### src/rtl/div_ctrl.sv
// Multi-cycle radix-2 restoring divider (DIV/DIVU) with its own sequencer.
// Quotient/remainder and status flags are registered; results persist until the next completion.
module div_ctrl #(
  parameter int unsigned WIDTH = 32
) (
  input  logic             clk,
  input  logic             resetn,
  input  logic             start,
  input  logic             is_signed,
  input  logic [WIDTH-1:0] a,
  input  logic [WIDTH-1:0] b,
  input  logic             annul,
  output logic             busy,
  output logic             result_valid,
  output logic [WIDTH-1:0] quotient,
  output logic [WIDTH-1:0] remainder
);

  localparam int unsigned CW = $clog2(WIDTH + 1);

  typedef enum logic [1:0] {
    IDLE = 2'd0,
    DIV  = 2'd1,
    DONE = 2'd2
  } state_t;

  state_t           state, state_d;
  logic [CW-1:0]    cnt, cnt_d;
  logic [WIDTH-1:0] prem, prem_d;
  logic [WIDTH-1:0] dvd, dvd_d;
  logic [WIDTH-1:0] dsr, dsr_d;
  logic             qneg, qneg_d;
  logic             rneg, rneg_d;
  logic             busy_d, valid_d;
  logic [WIDTH-1:0] quotient_d, remainder_d;

  logic [WIDTH:0]   shifted, diff;
  logic             borrow;
  logic [WIDTH-1:0] q_iter, r_iter;
  logic [WIDTH-1:0] a_mag, b_mag;

  // Next-state, datapath iteration and registered-output values
  always_comb begin
    state_d     = state;
    cnt_d       = cnt;
    prem_d      = prem;
    dvd_d       = dvd;
    dsr_d       = dsr;
    qneg_d      = qneg;
    rneg_d      = rneg;
    quotient_d  = quotient;
    remainder_d = remainder;

    shifted = {prem, dvd[WIDTH-1]};
    diff    = shifted - {1'b0, dsr};
    borrow  = diff[WIDTH];
    q_iter  = WIDTH'({dvd, ~borrow});
    r_iter  = borrow ? shifted[WIDTH-1:0] : diff[WIDTH-1:0];

    a_mag = (is_signed && a[WIDTH-1]) ? -a : a;
    b_mag = (is_signed && b[WIDTH-1]) ? -b : b;

    case (state)
      DIV: begin
        prem_d = r_iter;
        dvd_d  = q_iter;
        cnt_d  = cnt + CW'(1);
        if (cnt == CW'(WIDTH - 1)) begin
          state_d     = DONE;
          quotient_d  = qneg ? -q_iter : q_iter;
          remainder_d = rneg ? -r_iter : r_iter;
        end
      end
      default: begin
        state_d = IDLE;
        if (start) begin
          if (b == '0) begin
            // Divide-by-zero bypasses the iteration loop entirely
            state_d     = DONE;
            quotient_d  = '1;
            remainder_d = a;
          end else begin
            state_d = DIV;
            cnt_d   = '0;
            prem_d  = '0;
            dvd_d   = a_mag;
            dsr_d   = b_mag;
            qneg_d  = is_signed & (a[WIDTH-1] ^ b[WIDTH-1]);
            rneg_d  = is_signed & a[WIDTH-1];
          end
        end
      end
    endcase

    // Flush overrides everything, including a completion in the same cycle
    if (annul) begin
      state_d     = IDLE;
      quotient_d  = quotient;
      remainder_d = remainder;
    end

    busy_d  = (state_d == DIV);
    valid_d = (state_d == DONE);
  end

  always_ff @(posedge clk or negedge resetn) begin
    if (!resetn) begin
      state        <= IDLE;
      cnt          <= '0;
      prem         <= '0;
      dvd          <= '0;
      dsr          <= '0;
      qneg         <= 1'b0;
      rneg         <= 1'b0;
      busy         <= 1'b0;
      result_valid <= 1'b0;
      quotient     <= '0;
      remainder    <= '0;
    end else begin
      state        <= state_d;
      cnt          <= cnt_d;
      prem         <= prem_d;
      dvd          <= dvd_d;
      dsr          <= dsr_d;
      qneg         <= qneg_d;
      rneg         <= rneg_d;
      busy         <= busy_d;
      result_valid <= valid_d;
      quotient     <= quotient_d;
      remainder    <= remainder_d;
    end
  end

endmodule
### config.mk
export PLATFORM = sky130hd
export DESIGN_NAME = div_ctrl
export DESIGN_NICKNAME = d
export VERILOG_FILES = /design/src/rtl/div_ctrl.sv
export SDC_FILE = /design/constraint.sdc
export NUM_CORES = 1
export LEC_CHECK = 0
export BUFFER_PORTS_ARGS = -buffer_cell sky130_fd_sc_hd__buf_2
export CORE_MARGIN = 3
export CORE_UTILIZATION = 55
export DETAILED_ROUTE_END_ITERATION = 8
export PLACE_DENSITY_LB_ADDON = 0.25
export SYNTH_ARGS = -nofsm -noshare
export SYNTH_HDL_FRONTEND = slang
export SYNTH_SLANG_ARGS = --single-unit
### constraint.sdc
create_clock -name clk -period 9.5 [get_ports clk]
set_input_delay 0.475 -clock clk [delete_from_list [all_inputs] [get_ports clk]]
set_output_delay 0.475 -clock clk [all_outputs]
set_load 0.02 [all_outputs]
**Yosys cells after proc, flatten, opt, wreduce, memory -nomap -nowiden**

Index checks and enable logic that the tools add are counted.

- Bits in registers: 172
- Bits in latches: 0
- Memory bits (writable): 0
- Memory bits (read-only): 0
- Output and inout bits: 66
- Memories: 0

- Add/sub/neg operators: 6
- Multiply operators: 0
- Div/mod/pow operators: 0
- $lt $le $gt $ge: 0
- Equality and inequality tests: 6
- Shift-type cells: 0
- Multiplexer cells: 27
- Bitwise logic cells: 7
- Reductions and logical operators: 8

Operators by type and width:

| kind | number |
|---|---|
| $mux 32 | 19 |
| $neg 32->32 | 4 |
| $sub 33x32->33 | 1 |
| $logic_not 32->1 | 1 |
| $mux 6 | 3 |
| $mux 2 | 5 |
| $add 6x1->6 const B | 1 |
| $eq 6x5->1 const B | 1 |
| $eq 2x1->1 const B | 2 |
| $not 1->1 | 4 |
| $reduce_and 4->1 | 1 |
| $reduce_bool 2->1 | 2 |
| $reduce_and 3->1 | 1 |
| $and 1x1->1 | 2 |
| $eq 2x2->1 const B | 1 |
| $logic_and 1x1->1 | 2 |
| $ne 2x1->1 const B | 1 |
| $ne 2x2->1 const B | 1 |
| $reduce_and 2->1 | 1 |
| $xor 1x1->1 | 1 |

**Longest topological paths before layout**

- Depth after elaboration: 6
- Depth in mapped cells: 26

**Worst setup path after synthesis**

Ideal clock, no wire load.

- Kind: register to register
- Start: reg dvd[31]
- End: reg quotient[24]
- Library setup time: 0.137 ns
- Arrival time: 4.863 ns
- Path slack: 4.500 ns
- Cell stages (with the launch flop): 25
- Buffers on the path: 4
- Period minus slack after synthesis: 5.000 ns
- Cell sequence: dfrtp_1 -> inv_1 -> ha_1 -> inv_1 -> fa_1 -> a211oi_2 -> nor4_4 -> o21ai_2 -> a31o_1 -> a41oi_2 -> and2_1 -> buf_6 -> inv_4 -> clkbuf_1 -> clkbuf_1 -> buf_2 -> ha_1 -> nand3b_1 -> or4_1 -> or2_2 -> nor2_1 -> nand2_1 -> o41ai_1 -> xor2_1 -> a21oi_1

- Longest elaborated chain between the ends: 6

Ends and longest elaborated chain:

| element | line | text |
|---|---|---|
| start, declared | 30 | `logic [WIDTH-1:0] dvd, dvd_d;` |
| start signal, assigned | 123 | `dvd <= dvd_d;` |
| $sub 33x32->33 | 55 | `diff = shifted - {1'b0, dsr};` |
| $not 1->1 | 57 | `q_iter = WIDTH'({dvd, ~borrow});` |
| $neg 32->32 | 70 | `quotient_d = qneg ? -q_iter : q_iter;` |
| $mux 32 | 70 |  |
| $mux 32 | 68 | `if (cnt == CW'(WIDTH - 1)) begin` |
| $mux 32 | 63 | `case (state)` |
| end signal, assigned | 129 | `quotient <= quotient_d;` |
| end, declared | 15 | `output logic [WIDTH-1:0] quotient,` |

Every way passes these cells. The select of a mux whose other input is x is not followed.
A chain may end at the register's enable or synchronous reset.

**Worst setup path in the final report**

- Start: reg dvd[31]
- End: reg remainder[26]

- Longest elaborated chain between the ends: 6

Ends and longest elaborated chain:

| element | line | text |
|---|---|---|
| $sub 33x32->33 | 55 |  |
| $mux 32 * | 58 | `r_iter = borrow ? shifted[WIDTH-1:0] : diff[WIDTH-1:0];` |
| $neg 32->32 | 71 | `remainder_d = rneg ? -r_iter : r_iter;` |
| $mux 32 * | 71 |  |
| $mux 32 * | 68 |  |
| $mux 32 * | 63 |  |
| end signal, assigned | 130 | `remainder <= remainder_d;` |
| end, declared | 16 | `output logic [WIDTH-1:0] remainder` |

Mark *: on every way between the ends. The rest lies on a longest branch, timed or not. The select of a mux whose other input is x is not followed.

==> results.txt <==
outcome = finished, final reports clean
cell accounting for the most synthesized area = sky130_fd_sc_hd__dfrtp_1
post-route core utilization = 0.635
cell at the root of the clock tree = sky130_fd_sc_hd__clkbuf_16
Unique masters post-synth = 79
required arrival time at the worst endpoint = 9810 ps
cell count after synthesis = 1,542
H-tree depth = 4
met3 Use GR = 0.0314
Overflow after GRT = 0
clock tree from TritonCTS = yes
Layout Cells excl Fill = 1,902
Sw Pwr = 2.09 mW
overall track demand over capacity in global routing = 0.258
drt total wl = 31,600 um
largest net degree at the start of global routing = 101
Startpoint Class = flop
post-route minimum period = 5720 ps
total negative slack for setup checks = 0 ps
fraction of final layout cells sized beyond drive strength 1 = 0.125
Arr. time, crit path = 6030 ps
WL/cell = 16.6 um
unrepaired setup endpoints after global routing = false
weighted congestion at the end of routability-driven global placement = 0.915
clock network fraction of design power = 0.170
Area growth, synth to finish = 11.2%
setup skew after layout = 11.2 ps
switching share of power = 0.481
global-route met2 utilization = 0.410
fraction of power consumed by combinational cells = 0.571
# DRC = 0
synthesis-stage register bit count = 172
Main synth FF type = sky130_fd_sc_hd__dfrtp_1
number of enable flip-flop cells after synthesis = 0
routing usage on met1 = 0.375
worst vdd ir = 0.131 mV
initial core utilization = 0.571
Via-to-Cell Ratio = 5.89
Pint = 2.25 mW
count of yosys warnings during synthesis = 0
number of nets still failing antenna checks after routing = 0
count of filler cells inserted in the layout = 1,919
initial DRC count = 991
core area = 21,400 um^2
Post-CTS Repair Setup Buffers = 0
clock latency on the worst-skew pair = 440 ps
initial antenna violation count = 1
total via count in the routed design = 11,205
highest clock frequency the design can meet = 175 MHz
portion of the post-synthesis area used by sequential elements = 0.352
total CTS buffers = 17
setup violation total in the final timing report = 0
number of nets produced by synthesis = 1,649
clock net sink count = 172
standby leakage power = 5.88 nW
cts-stage hold buffer count = 0
top cells by area, synth = sky130_fd_sc_hd__dfrtp_1 (35%), sky130_fd_sc_hd__a21oi_1 (6.5%), sky130_fd_sc_hd__o21ai_0 (6.1%)
first-pass GRT wire length = 51,300 um
total of max-cap violations = 0
maximum fanout along the worst path = 51
Placed Cells = 1,869
overall die area = 24,100 um^2
worst setup timing slack at the placement stage = 3880 ps
worst path setup slack after routing = 3780 ps
final hold violation count = 0
number of nets in the finished design = 1,720
count of pins on the block boundary = 135
post-CTS resize count = 0
number of cell rows = 53
worst-case clock buffer depth = 2
Hold Crit Class = input port to async pin
die height = 155 um
Tcrit/Tclk final = 0.602
transition time at the pin with the least slew margin = 973 ps
CP Class = flop to flop
highest-utilization routing layer at the global route stage = met2
Power per Cell Area = 319 nW/um^2
post-CTS clock slew at the launch and capture registers of the worst setup and hold paths = 70 ps
overall die width = 155 um
Syn Std Cell Area = 12,200 um^2
hpwl dp = 23,300 um
worst relative slew slack = 0.351
average footprint of a synthesized cell = 7.93 um^2
area share of the leading cell type in the synthesized netlist = 0.352
number of global-route vias before repair = 10,188
type of destination of the critical path = flop
Reg power frac = 0.259
count of buffers from port buffering = 134
proportion of register bits with asynchronous set or reset after synthesis = 1.00
DR pass1 iterations = 5
number of pins with negative max-slew slack in the final report = 0
[layer usage]
| layer | part of all wire | wire (um) |
|---|---|---|
| met4 | 0.017 | 548 |
| met2 | 0.45 | 14300 |
| met3 | 0.062 | 1970 |
| met1 | 0.47 | 14800 |
| met5 | 0 | 0 |
[critical path: stages (launching register included)]
cell and delay [ps]:
sky130_fd_sc_hd__dfrtp_1 410, sky130_fd_sc_hd__inv_1 70, sky130_fd_sc_hd__ha_1 160, sky130_fd_sc_hd__inv_1 50, sky130_fd_sc_hd__fa_1 420, sky130_fd_sc_hd__a211oi_2 340, sky130_fd_sc_hd__nor4_4 120, sky130_fd_sc_hd__o21ai_2 260
sky130_fd_sc_hd__nor2_1 100, sky130_fd_sc_hd__o311ai_1 320, sky130_fd_sc_hd__and2_2 210, sky130_fd_sc_hd__buf_4 480, sky130_fd_sc_hd__inv_4 360, sky130_fd_sc_hd__mux2i_1 340, sky130_fd_sc_hd__ha_1 230, sky130_fd_sc_hd__nand2_1 70
sky130_fd_sc_hd__or4_1 400, sky130_fd_sc_hd__inv_1 140, sky130_fd_sc_hd__nand3_1 90, sky130_fd_sc_hd__o21a_1 220, sky130_fd_sc_hd__o31ai_1 280, sky130_fd_sc_hd__xor2_1 120, sky130_fd_sc_hd__a221o_1 340
[cell usage in the layout (no fill, tap or decap), types with 10 or more instances in the layout]
master                      count
sky130_fd_sc_hd__mux2i_1       26
sky130_fd_sc_hd__or4_1         11
sky130_fd_sc_hd__nor2_1       167
sky130_fd_sc_hd__nand3_1       52
sky130_fd_sc_hd__a21o_1        16
sky130_fd_sc_hd__dfrtp_1      172
sky130_fd_sc_hd__inv_1         58
sky130_fd_sc_hd__o21ai_0      150
sky130_fd_sc_hd__nand2_1      172
sky130_fd_sc_hd__xnor2_1       62
sky130_fd_sc_hd__o31ai_1       20
sky130_fd_sc_hd__nor3_1        33
sky130_fd_sc_hd__o41ai_1       15
sky130_fd_sc_hd__buf_4         10
sky130_fd_sc_hd__ha_1          37
sky130_fd_sc_hd__a21oi_1      157
sky130_fd_sc_hd__buf_2        133
sky130_fd_sc_hd__nor4_1        17
sky130_fd_sc_hd__clkbuf_16     17
sky130_fd_sc_hd__xor2_1        80
sky130_fd_sc_hd__and3_1        16
sky130_fd_sc_hd__nand4_1       10
sky130_fd_sc_hd__or3_1         18
sky130_fd_sc_hd__a31oi_1       29
[kinds of logic (layout without fill, tap and decap cells)]
logic type / count (synthesis) / in the layout / share of synthesized area
adder cells (fa/ha/maj): 38 / 38 / 0.0395
multiplexers: 28 / 28 / 0.0231
buffers and inverters: 152 / 236 / 0.0490
AND/OR/NAND/NOR: 539 / 539 / 0.204
AO/OA/AOI/OAI: 471 / 471 / 0.230
XOR/XNOR: 142 / 142 / 0.102
other: 0 / 1 / 0
flip-flops: 172 / 172 / 0.352
[worst paths after layout]
path,from,to,slack [ps],cells after the start
max,dvd[31],remainder[26],3780,22
min,resetn,quotient[4],140,1
max reg2reg,dvd[31],remainder[26],3780,22
min reg2reg,remainder[0],remainder[0],480,2
max in group asynchronous,resetn,remainder[21],7840,2
min in group clk,annul,busy,230,2
[registers in the layout, summed over array words and instances, names as in the netlist, 2 cells and up]
signal,flops
dvd,32
prem,32
state,2
remainder,32
quotient,32
dsr,32
cnt,6
[Yosys cell counts, types with 9 or more instances]
cell,instances
sky130_fd_sc_hd__o31ai_1,20
sky130_fd_sc_hd__a21oi_1,158
sky130_fd_sc_hd__inv_1,58
sky130_fd_sc_hd__nor2_1,167
sky130_fd_sc_hd__nor3_1,33
sky130_fd_sc_hd__dfrtp_1,172
sky130_fd_sc_hd__clkbuf_1,70
sky130_fd_sc_hd__nor4_1,17
sky130_fd_sc_hd__nand3_1,52
sky130_fd_sc_hd__mux2i_1,26
sky130_fd_sc_hd__o41ai_1,15
sky130_fd_sc_hd__and3_1,16
sky130_fd_sc_hd__a31oi_1,29
sky130_fd_sc_hd__or4_1,11
sky130_fd_sc_hd__a21o_1,16
sky130_fd_sc_hd__xnor2_1,62
sky130_fd_sc_hd__o21bai_1,9
sky130_fd_sc_hd__nand4_1,10
sky130_fd_sc_hd__xor2_1,80
sky130_fd_sc_hd__a211oi_1,9
sky130_fd_sc_hd__nand2_1,173
sky130_fd_sc_hd__or3_1,18
sky130_fd_sc_hd__buf_2,11
sky130_fd_sc_hd__ha_1,37
sky130_fd_sc_hd__o21ai_0,150
[metrics by stage]
stage	cell area, um^2	hold slack, ps	power, mW
detailed placement	13000	469	3.57
finish	13600	137	4.34
floorplan	12200	179	2.98
CTS	13600	175	4.31
global route	13600	216	4.65
global placement	13000	459	3.51
[power by group through the flow]
stage | Combinational, mW | Clock (mW) | Sequential, mW
3_3_place_gp | 2.39 | 0 | 1.12
5_1_grt | 2.74 | 0.768 | 1.15
3_5_place_dp | 2.43 | 0 | 1.13
4_1_cts | 2.45 | 0.739 | 1.12
6_report | 2.48 | 0.735 | 1.12
2_1_floorplan | 1.82 | 0 | 1.16
[layout make-up]
cell class / instances / area (um^2) / share of cell area
Multi-Input combinational cell: 1218 / 7350 / 0.541
Sequential cell: 172 / 4300 / 0.317
Inverter: 60 / 228 / 0.0167
Clock buffer: 19 / 443 / 0.0326
Tap cell: 275 / 344 / 0.0253
Antenna cell: 1 / 2.50 / 0.000184
Clock inverter: 13 / 170 / 0.0125
Timing Repair Buffer: 144 / 752 / 0.0553
Power figures use the tool's default switching activity.
